<file path="src/rtl/rd_buffer_axi_if.sv">
// rtl/rd_buffer_axi_if.sv - AXI4 read address and read data channels of the refill engine
interface rd_buffer_axi_if;
   logic        arvalid;
   logic        arready;
   logic [31:0] araddr;
   logic [7:0]  arlen;
   logic [2:0]  arsize;
   logic [1:0]  arburst;
   logic        rvalid;
   logic        rready;
   logic [31:0] rdata;
   logic [1:0]  rresp;
   logic        rlast;

   modport master (
      output arvalid, araddr, arlen, arsize, arburst, rready,
      input  arready, rvalid, rdata, rresp, rlast
   );

   modport slave (
      input  arvalid, araddr, arlen, arsize, arburst, rready,
      output arready, rvalid, rdata, rresp, rlast
   );
endinterface

</file>
<file path="src/rtl/rd_buffer_axi.sv">
// rtl/rd_buffer_axi.sv - cache-refill AXI4 read engine assembling a 16 x 32-bit line
// Optional rresp error flag enabled by CLAP_AXI_RRESP_CHECK_EN.
module rd_buffer_axi (
   input  logic                   clk,
   input  logic                   rst,
   input  logic                   rd_req,
   input  logic [31:0]            rd_addr,
   input  logic                   uncache,
   input  logic                   rd_reset,
   rd_buffer_axi_if.master        axi,
   output logic [511:0]           r_line,
   output logic                   rd_AXI_finish,
   output logic                   rd_err
);
   typedef enum logic [1:0] {IDLE, ADDR, RECV, FINISH} state_t;

   state_t      state;
   state_t      state_nxt;
   logic [3:0]  count;
   logic [31:0] addr_q;
   logic [7:0]  len_q;
   logic        req_take;
   logic        beat_take;

   assign req_take  = (state == IDLE) && rd_req;
   assign beat_take = (state == RECV) && axi.rvalid;

   always_ff @(posedge clk) begin
      if (rst) state <= IDLE;
      else     state <= state_nxt;
   end

   always_comb begin
      state_nxt     = state;
      axi.arvalid   = 1'b0;
      axi.rready    = 1'b0;
      rd_AXI_finish = 1'b0;
      case (state)
         IDLE: begin
            if (rd_req) state_nxt = ADDR;
         end
         ADDR: begin
            axi.arvalid = 1'b1;
            if (axi.arready) state_nxt = RECV;
         end
         RECV: begin
            axi.rready = 1'b1;
            // rlast ends the burst regardless of how many beats arrived
            if (axi.rvalid && axi.rlast) state_nxt = FINISH;
         end
         FINISH: begin
            rd_AXI_finish = 1'b1;
            if (rd_reset) state_nxt = IDLE;
         end
         default: state_nxt = IDLE;
      endcase
   end

   always_ff @(posedge clk) begin
      if (rst) begin
         addr_q <= '0;
         len_q  <= '0;
         count  <= '0;
         r_line <= '0;
      end else begin
         if (req_take) begin
            addr_q <= uncache ? rd_addr : {rd_addr[31:6], 6'b0};
            len_q  <= uncache ? 8'd0 : 8'd15;
            count  <= '0;
         end
         // count wraps after 16 beats; an over-long burst overwrites word 0
         if (beat_take) begin
            r_line[{count, 5'b0} +: 32] <= axi.rdata;
            count                       <= count + 4'd1;
         end
      end
   end

   assign axi.araddr  = addr_q;
   assign axi.arlen   = len_q;
   assign axi.arsize  = 3'b010;
   assign axi.arburst = 2'b01;

`ifdef CLAP_AXI_RRESP_CHECK_EN
   logic unused_rresp;
   assign unused_rresp = axi.rresp[0];

   always_ff @(posedge clk) begin
      if (rst)                           rd_err <= 1'b0;
      else if (req_take)                 rd_err <= 1'b0;
      else if (beat_take && axi.rresp[1]) rd_err <= 1'b1;
   end
`else
   logic unused_rresp;
   assign unused_rresp = ^axi.rresp;
   assign rd_err       = 1'b0;
`endif
endmodule

</file>
<file path="src/flat_wrapper.sv">
// flat-port wrapper written by rule: the top's interface ports become plain ports
module rd_buffer_axi_flat 
  (clk, rst, rd_req, rd_addr, uncache, rd_reset, r_line, rd_AXI_finish, rd_err, axi_arvalid, axi_araddr, axi_arlen, axi_arsize, axi_arburst, axi_rready, axi_arready, axi_rvalid, axi_rdata, axi_rresp, axi_rlast);
  rd_buffer_axi_if axi_i ();
  input  logic clk;
  input  logic rst;
  input  logic rd_req;
  input  logic [31:0] rd_addr;
  input  logic uncache;
  input  logic rd_reset;
  output logic [511:0] r_line;
  output logic rd_AXI_finish;
  output logic rd_err;
  output wire logic [$bits(axi_i.arvalid)-1:0] axi_arvalid;
  output wire logic [$bits(axi_i.araddr)-1:0] axi_araddr;
  output wire logic [$bits(axi_i.arlen)-1:0] axi_arlen;
  output wire logic [$bits(axi_i.arsize)-1:0] axi_arsize;
  output wire logic [$bits(axi_i.arburst)-1:0] axi_arburst;
  output wire logic [$bits(axi_i.rready)-1:0] axi_rready;
  input wire logic [$bits(axi_i.arready)-1:0] axi_arready;
  input wire logic [$bits(axi_i.rvalid)-1:0] axi_rvalid;
  input wire logic [$bits(axi_i.rdata)-1:0] axi_rdata;
  input wire logic [$bits(axi_i.rresp)-1:0] axi_rresp;
  input wire logic [$bits(axi_i.rlast)-1:0] axi_rlast;
  assign axi_arvalid = axi_i.arvalid;
  assign axi_araddr = axi_i.araddr;
  assign axi_arlen = axi_i.arlen;
  assign axi_arsize = axi_i.arsize;
  assign axi_arburst = axi_i.arburst;
  assign axi_rready = axi_i.rready;
  assign axi_i.arready = axi_arready;
  assign axi_i.rvalid = axi_rvalid;
  assign axi_i.rdata = axi_rdata;
  assign axi_i.rresp = axi_rresp;
  assign axi_i.rlast = axi_rlast;
  rd_buffer_axi u_core (.clk(clk), .rst(rst), .rd_req(rd_req), .rd_addr(rd_addr), .uncache(uncache), .rd_reset(rd_reset), .axi(axi_i), .r_line(r_line), .rd_AXI_finish(rd_AXI_finish), .rd_err(rd_err));
endmodule
</file>
<file path="config.mk">
export PLATFORM = sky130hd
export DESIGN_NAME = rd_buffer_axi_flat
export DESIGN_NICKNAME = d
export VERILOG_FILES = /design/src/rtl/rd_buffer_axi_if.sv /design/src/rtl/rd_buffer_axi.sv /design/src/flat_wrapper.sv
export SDC_FILE = /design/constraint.sdc
export NUM_CORES = 1
export LEC_CHECK = 0
export CAP_MARGIN = 25
export CORE_AREA = 4 4 244 246
export DETAILED_ROUTE_END_ITERATION = 12
export DIE_AREA = 0 0 248 250
export PLACE_DENSITY = 0.66
export SLEW_MARGIN = 10
export SYNTH_ARGS = -nofsm -noshare
export SYNTH_HDL_FRONTEND = slang
export SYNTH_SLANG_ARGS = --single-unit
</file>
<file path="constraint.sdc">
create_clock -name clk -period 3.1 [get_ports clk]
set_input_delay 0.31 -clock clk [delete_from_list [all_inputs] [get_ports clk]]
set_output_delay 0.31 -clock clk [all_outputs]
set_load 0.02 [all_outputs]
</file>
* Word level (Yosys, flattened, before mapping)
Cells that the tools add are included.
** Word-level totals
- Flip-flop bits (word level) :: 558
- Logic and storage cells :: 35
- Bits of input ports :: 74
** Operators by class
- Reductions and logical operators :: 6
- Muxes and demuxes :: 13
- Equality and inequality tests :: 7
- Shift-type cells :: 2
- $add $sub $neg :: 2
** Operators with widths (number)
- 512-bit bitwise mux :: 1
- 32-bit by 11-bit variable shift with 512-bit output (first input constant) :: 1
- 32-bit by 11-bit variable part select with 512-bit output :: 1
- 4-bit 2-to-1 mux :: 3
- 9-bit negation with 11-bit output :: 1
- 2-bit 2-to-1 mux :: 4
- 2-bit inequality test (second input constant) :: 4
- 2-bit one-hot mux with 4 select lines :: 1
- 6-bit 2-to-1 mux :: 1
- 4-bit by 1-bit adder with 4-bit output (second input constant) :: 1
- 2-bit == test (second input constant) :: 2
- 4-bit AND reduction :: 1
- 1-bit logical AND :: 3
- 1-bit 2-to-1 mux :: 3
- 2-bit by 1-bit == test with 1-bit output (second input constant) :: 1
- 2-bit zero test :: 1
- 2-bit nonzero test :: 1

* Depth between registers and ports, before layout
Gate-level depths: netlist of run 1.
- Depth in word-level cells :: 4
- Mapped depth :: 10
- Gate-level depth less buffers :: 6

* Least setup slack after synthesis of run 1
OpenSTA, ideal clock, no wires.
- Kind :: flip-flop to flip-flop
- Start point :: reg u_core.state[0]
- End point :: reg u_core.r_line[386]
- Setup slack :: 0.806 ns
- Arrival time :: 2.168 ns
- Buffers on the path :: 3
- Stages on the path, launching flop included :: 10
- Required time :: 2.974 ns
- Library setup time :: 0.126 ns
- Path through :: dfxtp_1 -> inv_1 -> ha_1 -> buf_2 -> nor4bb_1 -> a21boi_0 -> nand3b_1 -> clkbuf_1 -> buf_2 -> mux2i_1
** On the way
- Cells in the longest elaborated chain, start to end :: 2
** RTL lines
- start: declaration :: line rd_buffer_axi.sv:17 : state_t state;
- start signal: assignment :: line rd_buffer_axi.sv:30 : else state <= state_nxt;
- 2-bit == test :: line rd_buffer_axi.sv:26 : assign beat_take = (state == RECV) && axi.rvalid;
- 1-bit logical AND :: line rd_buffer_axi.sv:26
- end signal: indexed assignment :: line rd_buffer_axi.sv:73 : r_line[{count, 5'b0} +: 32] <= axi.rdata;
- end: declaration :: line rd_buffer_axi.sv:11 : output logic [511:0] r_line,
Every way passes these cells.
A chain may end at the register's enable or synchronous reset.

* Worst setup path in the final report of run 1
- Start point :: reg u_core.count[0]
- End point :: reg u_core.r_line[271]
** On the way
- Cells in the longest elaborated chain, start to end :: 3
- Elaborated cells between the ends (all ways) :: 4
** RTL lines
- start: declaration :: line rd_buffer_axi.sv:19 : logic [3:0] count;
- start signal: assignment :: line rd_buffer_axi.sv:74 : count <= count + 4'd1;
- 9-bit negation with 11-bit output (*) :: line rd_buffer_axi.sv:73
- 32-bit by 11-bit variable part select with 512-bit output / 32-bit by 11-bit variable shift with 512-bit output (equally long branches) :: line rd_buffer_axi.sv:73
- 512-bit bitwise mux (*) :: line rd_buffer_axi.sv:73
Mark *: on every way between the ends. The rest lies on a longest branch, timed or not.

==> metrics.cfg, run 1 <==
[run_status]
status=finished clean

[power]
powerDensity_nw_per_um2=539
peakVddDrop_mv=0.459
p_leak_nw=10.7

[sta]
finClkSkew_ns=0.0180
fmaxAchievable_mhz=379
setup_slack_ns=0.463
finalSetupTns_ns=0
hold_viol_final=0
finalCritPeriodShare_pct=85.1
min_period_ns=2.64
rsz0062_at_grt=false
relSlewSlack_pct=35.0
tightest_slew_ns=0.976
drv_slew=0
finalSetupViolations=0

[synth]
synth_flop_cell=dfxtp_1
async_flop_share_pct=0
synth-edff-count=0
yosysWarnings=0
netlist_area_sq_um=21400
synth.top_cell.area_share_pct=51.6
syn_avg_cell_area_sq_um=9.49
ys_ff_latch=551
synth_cell_type_count=49
synthTopCellsByArea=dfxtp_1 (52%), nand2b_1 (11%), mux2i_1 (11%)
yosysTopAreaCell=dfxtp_1
synthCells=2251
synth_most_common_cell=dfxtp_1
ys_seq_area_share_pct=51.6
synth_top_cells_by_count=dfxtp_1 (551), nand2b_1 (385), o21ai_0 (239)

[die]
fp.dieH_microns=250
core-area_sq_um=57400
rows=88
ios=635
start_util_pct=37.3
die_x_microns=248
dieArea_sq_um=62000

[cts]
cts-hold-fix-buffers=0
cts_max_level=2
insertion_delay_ns=0.61
cts_root_buf=clkbuf_16
clkTransAtPathRegs_ns=0.06
clockBufferDepth=3
cts_setup_buffers=0
clock_sinks=551
cts_made_buffers=58
cts_resized=0
cts_tree=yes

[detailed_routing]
ant_nets=0
drtIter0Drc=1171
drtPass1Iterations=5
via_per_inst=5.06
wl_mm=78.8
vias=18071
drc=0
routedWlPerCell_microns=22.1

[placed_design]
gp_congestion=0.826
dp_hpwl_mm=54.8
port_buffers=622
post-place-ws_ns=0.244

[worst_hold_path]
worstHoldPathType=in -> reg
min_from=rst

[run]
maxCapViolations=0

[worst_setup_path]
start_kind=flip-flop
crit_arrival_ns=3.17
path_buf_inv=2
crit_type=reg -> reg
reg2reg_slack_ns=0.46
max_stage_delay_ns=0.54
cp-end-kind=flip-flop
crit_fanout=32
critPathTopFamily=buffers and inverters
cpMaxStageDelayCell=buf_4
cp-startpoint=u_core.count[0]$_SDFFE_PP0P_
timing.rr.start=u_core.count[0]$_SDFFE_PP0P_
critPathRequiredTime_ns=3.64
crit_chain=inv_1 -> ha_1 -> nor2b_1 -> a21oi_1 -> nand3b_1 -> buf_4 -> mux2i_1

[global_route]
grt_pass1_vias=17262
antenna_found_initial=0
global_route.overflow_total=0
grt_pass1_wl_mm=114
grt_use_total_pct=24.1
grt_max_degree=162

[finish]
n_fill_cell=5063
synthToLayoutAreaGrowth_pct=41.2
layout-drive-gt1-share_pct=5.74
n_antenna_cell=0
num-nets-final=2841

==> stage by stage <==
stage          utilization (%)  cells  hold slack [ns]  area, sq um  power (mW)
2_1_floorplan                -   2259            0.406        21400        8.43
3_3_place_gp              49.1   3462            0.440        28200        9.15
6_report                  52.6   3570            0.208        30200        16.3
5_1_grt                   52.6   3570            0.214        30200        16.8
3_5_place_dp              49.1   3463            0.446        28200        9.20
4_1_cts                   52.6   3569            0.168        30200        16.4
==> routing by layer <==
layer | vias up | track usage (%) | wire length [microns]
met2 | 623 | 41.2 | 38800
met3 | 162 | 6.49 | 6050
met4 | 0 | 9.24 | 3290
li1 | 8521 | - | -
met1 | 8765 | 28.7 | 30600
met5 | - | 0 | 0
==> path summary, 6_finish.rpt <==
| kind | depth (start not counted) | to |
|---|---|---|
| worst max register to register | 7 | u_core.r_line[271]$_SDFFE_PP0P_ |
| worst max-delay path | 7 | u_core.r_line[271]$_SDFFE_PP0P_ |
| worst min-delay path | 2 | u_core.count[1]$_SDFFE_PP0P_ |
| worst min register to register | 2 | u_core.r_line[28]$_SDFFE_PP0P_ |
==> worst reg2reg max path, delay by kind of cell (launching register included) <==
family | cells | cell delay (ns)
AOI/OAI and AO/OA | 1 | 0.46
adders and majority gates | 1 | 0.41
buffers and inverters | 2 | 0.65
DFF | 1 | 0.31
muxes | 1 | 0.33
and+or+nand+nor | 2 | 0.39
==> report_power, final <==
part / internal, mW / switching [mW]
Sequential: 7.22 / 0.0810
Combinational: 0.688 / 1.03
Clock: 4.29 / 2.95
==> flip-flops by register name, indices dropped and copies added, names as in the netlist <==
register	count
u_core.count	4
u_core.axi.araddr	32
u_core.axi.arlen	1
u_core.r_line	512
u_core.state	2
==> cell type report <==
type,instances,area (sq um),share of cell area (%)
clock buffers,88,1740,5.78
clock inverters,18,254,0.841
inverters,5,18.8,0.0622
multi-input cells,1474,9390,31.1
flip-flops and latches,551,11000,36.5
well taps,765,957,3.17
repair buffers,669,6790,22.5
==> cells in the final DEF, fill, tap and decap left out, drive strengths merged, types with 8 or more instances in the layout <==
| cell | netlist | routed |
|---|---|---|
| dfxtp | 551 | 551 |
| clkbuf | 168 | 88 |
| nor2 | 13 | 13 |
| nand2 | 191 | 191 |
| o21ai | 259 | 259 |
| a21oi | 69 | 69 |
| clkinv | 0 | 10 |
| clkdlybuf4s50 | 0 | 621 |
| mux2i | 225 | 225 |
| conb | 2 | 10 |
| buf | 61 | 48 |
| nand2b | 385 | 385 |
| nand3b | 131 | 131 |
| ha | 8 | 8 |
| nand3 | 139 | 139 |
==> logic make-up after synthesis <==
kind of cell	share of synthesized area, %
AO/OA/AOI/OAI	8.56
XOR/XNOR	0.0820
adder cells (fa/ha/maj)	0.468
buffers and inverters	4.99
flip-flops	51.6
multiplexers	10.5
other	0.0351
AND/OR/NAND/NOR	23.7
No activity file was read; power rests on OpenSTA's default activity.
==> run 2, diff against run 1 <==
RECOVER_POWER = 50   (was unset)
TNS_END_PERCENT = 5   (was unset)
==> run 2 against run 1 <==
Effect of this change: the flow now finishes with violations (max-capacitance violations); combinational power fell by 3%; clock power barely moved; die area did not move; fmax fell by 0.13%; total power fell by 0.35%; global-route usage did not move; sequential share of layout area barely moved; critical path type is now reg -> out; largest cell class unchanged.
==> metrics.cfg, run 2 (synthesized netlist as in run 1, its figures left out) <==
[cts]
cts_resized=0  ; unchanged
clkTransAtPathRegs_ns=0.06  ; about the same
cts_setup_buffers=0  ; unchanged
cts-hold-fix-buffers=0  ; unchanged
cts_root_buf=clkbuf_16
clockBufferDepth=3  ; unchanged
cts_max_level=2  ; unchanged
clock_sinks=551  ; unchanged
cts_tree=yes
cts_made_buffers=58  ; unchanged
insertion_delay_ns=0.61  ; about the same

[detailed_routing]
routedWlPerCell_microns=22.0  ; -0.23%
vias=17988  ; -0.46%
drc=0  ; unchanged
drtIter0Drc=1199  ; +2.4%
via_per_inst=5.04  ; -0.46%
ant_nets=0  ; unchanged
drtPass1Iterations=5  ; unchanged
wl_mm=78.6  ; -0.23%

[sta]
hold_viol_final=0  ; unchanged
min_period_ns=2.64  ; +0.00338 ns
relSlewSlack_pct=0.197  ; -35 points
finalSetupViolations=0  ; unchanged
finalCritPeriodShare_pct=85.2  ; +0.11 points
tightest_slew_ns=1.50  ; +0.521 ns
finalSetupTns_ns=0  ; unchanged
hold_ws_ns=0.216  ; +0.00849 ns
finClkSkew_ns=0.0180  ; +0.0000237 ns
rsz0062_at_grt=false
fmaxAchievable_mhz=379  ; -0.13%
drv_slew=0  ; unchanged

[finish]
largest_register_ffs=512  ; unchanged
layout-drive-gt1-share_pct=5.67  ; -0.071 points
layout_commonest_cell=dfxtp_1
n_fill_cell=5066  ; +0.059%
largest_register=u_core.r_line
n_antenna_cell=0  ; unchanged
num-nets-final=2841  ; unchanged
layout_common_cells=dfxtp_1 (551), dlygate4sd3_1 (514), nand2b_1 (385), o21ai_0 (239), mux2i_1 (225)
synthToLayoutAreaGrowth_pct=41.2  ; about the same

[power]
power_frac_seq_pct=45.0  ; about the same
peakVddDrop_mv=0.460  ; +0.26%
p_leak_nw=12.5  ; +17%
pwr-share-comb_pct=10.3  ; -0.3 points
clkPwrFrac_pct=44.7  ; +0.2 points
p_int_mw=12.2  ; -0.38%
powerDensity_nw_per_um2=537  ; -0.33%
switching_share_pct=25.0  ; about the same
p_switching_mw=4.06  ; -0.26%

[global_route]
antenna_found_initial=0  ; unchanged
grt_pass1_vias=17262  ; unchanged
grt_pass1_wl_mm=114  ; unchanged
grt_use_total_pct=24.1  ; unchanged
global_route.overflow_total=0  ; unchanged
grt_max_degree=162  ; unchanged

[worst_setup_path]
path_buf_inv=3  ; +1
crit_chain=inv_1 -> ha_1 -> clkbuf_1 -> clkdlybuf4s50_1
cp-startpoint=u_core.state[0]$_SDFFE_PP0P_
crit_arrival_ns=2.33  ; -0.84 ns
crit_end=axi_rready
critPathTopFamily=buffers and inverters
reg2reg_slack_ns=0.48  ; +0.02 ns
crit_type=reg -> out
regToRegEndpoint=u_core.r_line[271]$_SDFFE_PP0P_
cp-end-kind=output pin
start_kind=flip-flop
cpMaxStageDelayCell=clkdlybuf4s50_1
crit_fanout=7  ; -78%
timing.rr.start=u_core.count[0]$_SDFFE_PP0P_
cp_num_cells=4  ; -3
critPathRequiredTime_ns=2.79  ; -0.85 ns
r2r_cells=7  ; unchanged
max_stage_delay_ns=0.71  ; +0.17 ns

[worst_hold_path]
worstHoldPathType=in -> reg

[placed_design]
dp_hpwl_mm=54.8  ; unchanged
gp_congestion=0.826  ; unchanged
port_buffers=622  ; unchanged

[die]
dieArea_sq_um=62000  ; unchanged
fp.dieH_microns=250  ; unchanged
ios=635  ; unchanged
die_x_microns=248  ; unchanged
core-area_sq_um=57400  ; unchanged
rows=88  ; unchanged
start_util_pct=37.3  ; unchanged

[run]
maxCapViolations=1  ; +1

[run_status]
status=complete, but fails checks
violations=max-capacitance violations

run 2: routing by layer:
metal | vias up | GRT usage [%] | wire [microns]
li1 | 8544 | - | -
met4 | 0 | 9.24 | 3210
met2 | 565 | 41.2 | 38900
met3 | 157 | 6.49 | 5730
met5 | - | 0 | 0
met1 | 8722 | 28.7 | 30700
run 2: cell type report:
type                    count  area [sq um]  area share [%]
clock buffers              88          1740            5.78
inverters                   5          18.8          0.0622
clock inverters            18           254           0.842
well taps                 765           957            3.17
flip-flops and latches    551         11000            36.6
repair buffers            669          6780            22.5
multi-input cells        1474          9390            31.1
run 2: how the worst min path moves through the flow:
stage                                                 start                                 to  slack, ns  depth (start not counted)
after global routing                                    rst       u_core.count[1]$_SDFFE_PP0P_       0.21                          2
after floorplan                                     uncache   u_core.axi.arlen[2]$_SDFFE_PP0P_       0.41                          1
after detailed placement     u_core.r_line[20]$_SDFFE_PP0P_     u_core.r_line[20]$_SDFFE_PP0P_       0.45                          2
after CTS                                               rst       u_core.count[1]$_SDFFE_PP0P_       0.17                          2
after global placement    u_core.axi.araddr[5]$_SDFFE_PP0P_  u_core.axi.araddr[5]$_SDFFE_PP0P_       0.44                          2
final                                                   rst       u_core.count[1]$_SDFFE_PP0P_       0.22                          2
run 2: power groups by stage:
stage	sequential [mW]	combinational, mW	clock, mW
after floorplan	7.60	0.837	0
after global placement	7.45	1.70	0
after detailed placement	7.46	1.74	0
after CTS	7.30	1.75	7.36
after global routing	7.31	1.80	7.63
final	7.29	1.67	7.24
run 2: metrics by stage:
step / worst slack (ns) / power (mW) / utilization [%] / cells / cell area, sq um
floorplan: 0.806 / 8.43 / - / 2259 / 21400
global route: 0.299 / 16.7 / 52.6 / 3570 / 30200
detailed placement: 0.244 / 9.20 / 49.1 / 3463 / 28200
global placement: 0.335 / 9.15 / 49.1 / 3462 / 28200
CTS: 0.453 / 16.4 / 52.6 / 3569 / 30200
finish: 0.459 / 16.2 / 52.6 / 3570 / 30200
